[config.mk]
export PLATFORM = sky130hd
export DESIGN_NAME = tx_resp_arbiter
export DESIGN_NICKNAME = d
export VERILOG_FILES = /design/src/rtl/tx_arb_pkg.sv /design/src/rtl/resp_slot.sv /design/src/rtl/tx_resp_arbiter.sv
export SDC_FILE = /design/constraint.sdc
export NUM_CORES = 1
export LEC_CHECK = 0
export CELL_PAD_IN_SITES_DETAIL_PLACEMENT = 1
export CELL_PAD_IN_SITES_GLOBAL_PLACEMENT = 1
export CORE_UTILIZATION = 39
export CTS_BUF_LIST = sky130_fd_sc_hd__clkbuf_8
export DETAILED_ROUTE_END_ITERATION = 7
export PLACE_DENSITY = 0.89
export SYNTH_ARGS = -nofsm -noshare
export SYNTH_HDL_FRONTEND = slang
export SYNTH_SLANG_ARGS = --single-unit
[constraint.sdc]
create_clock -name CLK -period 1.95 [get_ports CLK]
set_input_delay 0.585 -clock CLK [delete_from_list [all_inputs] [get_ports CLK]]
set_output_delay 0.585 -clock CLK [all_outputs]
set_load 0.02 [all_outputs]
[src/rtl/tx_arb_pkg.sv]
// Shared state encoding, source selects and default tags for the TX response arbiter.
package tx_arb_pkg;

  typedef enum logic [1:0] {
    IDLE = 2'd0,
    HDR  = 2'd1,
    B0   = 2'd2,
    B1   = 2'd3
  } arb_state_e;

  localparam logic SRC_RF  = 1'b0;
  localparam logic SRC_ALU = 1'b1;

  localparam logic [7:0] RF_TAG_DEFAULT  = 8'hA5;
  localparam logic [7:0] ALU_TAG_DEFAULT = 8'h5A;

endpackage

[src/rtl/resp_slot.sv]
// One-entry response holding register: captures when empty or releasing this cycle,
// otherwise drops the new data and raises a sticky overflow flag.
module resp_slot #(
  parameter int unsigned WIDTH = 8
) (
  input  logic             clk,
  input  logic             rst_n,
  input  logic             valid_i,
  input  logic [WIDTH-1:0] data_i,
  input  logic             release_i,
  output logic [WIDTH-1:0] data_o,
  output logic             pending_o,
  output logic             ovf_o
);

  logic [WIDTH-1:0] data_q, data_d;
  logic             pending_q, pending_d;
  logic             ovf_q, ovf_d;

  always_comb begin
    data_d    = data_q;
    pending_d = pending_q & ~release_i;
    ovf_d     = ovf_q;
    if (valid_i) begin
      if (!pending_q || release_i) begin
        data_d    = data_i;
        pending_d = 1'b1;
      end else begin
        ovf_d = 1'b1;
      end
    end
  end

  always_ff @(posedge clk or negedge rst_n) begin
    if (!rst_n) begin
      data_q    <= '0;
      pending_q <= 1'b0;
      ovf_q     <= 1'b0;
    end else begin
      data_q    <= data_d;
      pending_q <= pending_d;
      ovf_q     <= ovf_d;
    end
  end

  assign data_o    = data_q;
  assign pending_o = pending_q;
  assign ovf_o     = ovf_q;

endmodule

[src/rtl/tx_resp_arbiter.sv]
// Round-robin arbiter serializing RegFile (1-byte) and ALU (2-byte) responses into TX FIFO writes.
// Define RESP_HEADER_EN to prefix every frame with RF_TAG / ALU_TAG.
module tx_resp_arbiter
  import tx_arb_pkg::*;
#(
  parameter int unsigned           DATA_WIDTH = 8,
  parameter logic [DATA_WIDTH-1:0] RF_TAG     = DATA_WIDTH'(RF_TAG_DEFAULT),
  parameter logic [DATA_WIDTH-1:0] ALU_TAG    = DATA_WIDTH'(ALU_TAG_DEFAULT)
) (
  input  logic                    CLK,
  input  logic                    RST,
  input  logic [DATA_WIDTH-1:0]   RF_DATA,
  input  logic                    RF_VALID,
  output logic                    RF_RDY,
  input  logic [2*DATA_WIDTH-1:0] ALU_DATA,
  input  logic                    ALU_VALID,
  output logic                    ALU_RDY,
  input  logic                    FIFO_FULL,
  output logic                    FIFO_WR,
  output logic [DATA_WIDTH-1:0]   TX_DATA_OUT,
  output logic [1:0]              OVF,
  output logic                    BUSY
);

  localparam int unsigned ALU_W = 2 * DATA_WIDTH;

`ifdef RESP_HEADER_EN
  localparam arb_state_e FIRST_ST = HDR;
`else
  localparam arb_state_e FIRST_ST = B0;
  logic unused_tags;
  assign unused_tags = ^{RF_TAG, ALU_TAG};
`endif

  arb_state_e            state_q;
  logic                  last_grant_q;
  logic [DATA_WIDTH-1:0] rf_data;
  logic [ALU_W-1:0]      alu_data;
  logic                  rf_pend, alu_pend;
  logic                  rf_ovf, alu_ovf;
  logic                  rf_release, alu_release;
  logic [DATA_WIDTH-1:0] tx_data_c;

  resp_slot #(.WIDTH(DATA_WIDTH)) u_rf_slot (
    .clk       (CLK),
    .rst_n     (RST),
    .valid_i   (RF_VALID),
    .data_i    (RF_DATA),
    .release_i (rf_release),
    .data_o    (rf_data),
    .pending_o (rf_pend),
    .ovf_o     (rf_ovf)
  );

  resp_slot #(.WIDTH(ALU_W)) u_alu_slot (
    .clk       (CLK),
    .rst_n     (RST),
    .valid_i   (ALU_VALID),
    .data_i    (ALU_DATA),
    .release_i (alu_release),
    .data_o    (alu_data),
    .pending_o (alu_pend),
    .ovf_o     (alu_ovf)
  );

  // A write is only ever issued while a frame is active and the FIFO has room.
  assign FIFO_WR     = (state_q != IDLE) & ~FIFO_FULL;
  assign rf_release  = FIFO_WR & (state_q == B0) & (last_grant_q == SRC_RF);
  assign alu_release = FIFO_WR & (state_q == B1);

  // last_grant_q doubles as the owner of the frame currently being sent.
  always_ff @(posedge CLK or negedge RST) begin
    if (!RST) begin
      state_q      <= IDLE;
      last_grant_q <= SRC_ALU;
    end else begin
      case (state_q)
        IDLE: begin
          if (rf_pend | alu_pend) begin
            if (rf_pend & alu_pend) last_grant_q <= ~last_grant_q;
            else                    last_grant_q <= rf_pend ? SRC_RF : SRC_ALU;
            state_q <= FIRST_ST;
          end
        end
        HDR:     if (FIFO_WR) state_q <= B0;
        B0:      if (FIFO_WR) state_q <= (last_grant_q == SRC_RF) ? IDLE : B1;
        B1:      if (FIFO_WR) state_q <= IDLE;
        default: state_q <= IDLE;
      endcase
    end
  end

  always_comb begin
    tx_data_c = '0;
    case (state_q)
`ifdef RESP_HEADER_EN
      HDR:     tx_data_c = (last_grant_q == SRC_RF) ? RF_TAG : ALU_TAG;
`endif
      B0:      tx_data_c = (last_grant_q == SRC_RF) ? rf_data : alu_data[DATA_WIDTH-1:0];
      B1:      tx_data_c = alu_data[ALU_W-1:DATA_WIDTH];
      default: tx_data_c = '0;
    endcase
  end

  assign TX_DATA_OUT = tx_data_c;
  assign RF_RDY      = ~rf_pend;
  assign ALU_RDY     = ~alu_pend;
  assign OVF         = {alu_ovf, rf_ovf};
  assign BUSY        = (state_q != IDLE);

endmodule

==> impl_results.md <==
- Status: finished, violations left
- Violated checks: negative setup slack
- Max frequency: 459.4 MHz
- Worst-path maximum fanout: 3
- Finished Layout Cells: 227
- R2R Path Start: state_q[0]
- Synth top area share: 0.4906
- Overall power: 3.523 mW
- Largest net degree at the start of global routing: 32
- H-tree levels: 2
- Crit path cell chain: buf_4, mux2i_1, o21ai_1, and2_1, buf_4
- # hold bufs at CTS: 0
- HPWL after detailed placement: 2.778 mm
- Worst Path Buf+Inv: 2
- Cell chosen for the clock root: clkbuf_8
- Final ANT Viol Nets: 0
- Worst path arrival time: 1590 ps
- Worst Path Required: 1360 ps
- Largest stage delay, worst path: 540 ps
- Post-synthesis sequential area ratio: 0.5078
- Die area: 4178 um2
- Nets: 207
- Fin crit share: 1.116
- CP Capture Type: primary output
- Vias/cell: 5.013
- Wirelength per Cell: around 17 um
- Final worst slack: -226.6 ps
- Final Hold Vio Count: 0
- DRT Wirelength: 3.878 mm
- Initial core utilization: 0.4118
- Pre-antenna DRT Iters: 4
- GRT Util Overall: 0.2072
- Residual DRC: 0
- Synth unique cells: 26
- Grt ovf: 0
- Vias: 1138
- Top post-synthesis cells by area: dfrtp_1, mux2_2, mux2_4
- CTS tree: built
- Final setup viols: 9
- Source of the worst hold timing path: u_alu_slot.ovf_o
- Max Cap Viol: 0
- Power per cell area: 1584 nW/um2
- Clock buffer count from CTS: 5
- Initial antenna violation count: 0
- Layout cell share with drive strength beyond 1: 0.3687
- Yosys reg bits: 31
- Kind of start point of the critical path: flip-flop
- Core Footprint: 3716 um2
- Clk buf depth: 2
- Post-DP Area: roughly 2100 um2
- Clk_lat worst skew: around 280 ps
- Setup crit start: last_grant_q
- Hold crit path type: flip-flop to flip-flop
- Worst vdd ir: 0.6329 mV
- Tmin final: 2177 ps
- Post-Syn Area: 1530 um2
- Global placement routability congestion: 0.8129
- Synth warn: 0
- Max Slew Vio Count: 0
- RSZ-0062 raised after global routing: yes
- Mean area per synthesized cell: 12.75 um2
- Die width: 64.64 um
- Gate Count Post-Synth: 120
- Initial DRC Count: 47
- Final instance area: 2225 um2
- Die height: 64.64 um
- Critical path type: flip-flop to primary output
- Mapped Nets: 149
- Antenna Cells: 0
- Worst Skew: between 5 and 6 ps
- Io pins: 43
- Syn-to-layout area delta: 45.38%
- Row count: 22
- Cells after DPL: roughly 220
- Worst slew margin: 0.7343
- Yosys top cell by area: dfrtp_1
- Clock transition at path regs: 60 ps
- Tightest Pin Transition: 398.6 ps
- First-pass GRT wire length: 6.265 mm
- Top delay family on crit path: flip-flops
- CTS sink cnt: 31
- PortBufs: 42
- Number of global-route vias before repair: 1277
- Leakage: 1.005 nW
- CP max-delay cell: dfstp_2
- Crit-path most repeated cell: buf_4
-- sequential cells by signal (all words and copies together) (netlist names) --
name / flops
u_alu_slot.data_o: 16
u_alu_slot.ovf_o: 1
u_rf_slot.data_o: 8
u_rf_slot.pending_o: 1
state_q: 2
u_alu_slot.pending_o: 1
u_rf_slot.ovf_o: 1
last_grant_q: 1
-- timing repair --
action | in CTS | in global routing
resized for setup | 56 | 4
pin swaps | 0 | 1
setup endpoints to repair | 12 | 14
buffers inserted | 2 | 0
gates cloned | 0 | 1
-- per-layer routing --
metal | vias to the layer above | routed length (um) | GRT usage
li1 | 528 | - | -
met4 | 0 | 80 | 0.1028
met2 | 32 | 2070 | 0.3618
met3 | 7 | 148 | 0.03697
met5 | - | 0 | 0
met1 | 571 | 1579 | 0.2427
-- final cells by class --
cell class	count	area (um2)
Multi-Input combinational cell	78	699.4
Clock inverter	1	3.754
Inverter	4	15.01
Sequential cell	31	778.2
Timing Repair Buffer	58	571.8
Tap cell	48	60.06
Clock buffer	7	96.34
Fill cell	395	1491
-- stage by stage --
step / worst slack, ps / setup TNS, ps / hold WS, ps / util
2_1_floorplan: 92.40 / 0 / 289.4 / -
3_3_place_gp: -348.2 / -6496 / 439.2 / 0.5623
3_5_place_dp: -367.8 / -7611 / 452.1 / 0.5623
4_1_cts: -168.0 / -1292 / 466.2 / 0.5902
5_1_grt: -294.4 / -1959 / 480.7 / 0.5987
6_report: -226.6 / -1335 / 466.3 / 0.5987
-- worst register-to-register path, cell delays in order, from the launching register on --
cell and delay, ps:
dfrtp_1 360, buf_4 180, buf_4 180, nand2_1 100, o2bb2ai_4 260, clkbuf_16 210, mux2_4 300
-- logic make-up (layout without fill, tap and decap cells) --
| kind of cell | count (synthesis) | in the layout | synth area share |
|---|---|---|---|
| AOI/OAI and AO/OA | 19 | 19 | 0.09322 |
| DFF | 31 | 31 | 0.5078 |
| muxes | 32 | 32 | 0.2535 |
| and+or+nand+nor | 27 | 27 | 0.1071 |
| buffers and inverters | 11 | 70 | 0.03843 |
-- cells in the mapped netlist --
| master | n |
|---|---|
| dfstp_2 | 1 |
| a21oi_1 | 2 |
| a31oi_1 | 2 |
| and2_1 | 8 |
| inv_1 | 4 |
| mux2_2 | 14 |
| a22o_1 | 1 |
| buf_2 | 2 |
| buf_6 | 1 |
| nor4b_4 | 1 |
| buf_4 | 2 |
| clkbuf_1 | 2 |
| dfrtp_1 | 30 |
| or2b_1 | 1 |
| nand2b_4 | 1 |
| mux2i_1 | 8 |
| o21ai_0 | 9 |
| nor2_1 | 4 |
| or2_2 | 2 |
| mux2_4 | 10 |
| a21o_1 | 2 |
| nor3b_1 | 1 |
| o2bb2ai_4 | 1 |
| nand2_1 | 9 |
| o31ai_1 | 1 |
| o21ai_4 | 1 |
-- report_power, final --
part           internal (mW)  switching, mW  total, mW  leakage, nW
logic                   1.01          0.814       1.82        0.594
registers              0.948          0.202       1.15        0.355
clock network          0.317          0.238      0.554       0.0557
total                   2.27           1.25       3.52         1.00
-- cells in the final DEF (no fill, tap or decap), types with 2 or more instances in the layout --
master | synthesis | routed
buf_2 | 2 | 3
buf_12 | 0 | 2
clkbuf_8 | 0 | 7
dlygate4sd2_1 | 0 | 3
inv_1 | 4 | 5
buf_4 | 2 | 13
a31oi_1 | 2 | 2
or2_2 | 2 | 2
nor2_1 | 4 | 3
clkdlybuf4s50_1 | 0 | 30
buf_6 | 1 | 6
and2_1 | 8 | 7
o21ai_0 | 9 | 3
dfrtp_1 | 30 | 29
a21oi_1 | 2 | 2
o21ai_1 | 0 | 6
a21o_1 | 2 | 2
nand2_1 | 9 | 9
mux2i_1 | 8 | 8
mux2_4 | 10 | 10
mux2_2 | 14 | 14
-- worst paths after layout --
check	end	slack (ps)	depth (start not counted)
max reg2reg	u_alu_slot.data_o[12]	240	6
max in group asynchronous	last_grant_q	930	2
min in group asynchronous	u_alu_slot.data_o[13]	690	2
min	u_alu_slot.ovf_o	470	1
max	TX_DATA_OUT[0]	-230	5
min reg2reg	u_alu_slot.ovf_o	470	1
Power figures use the tool's default switching activity.
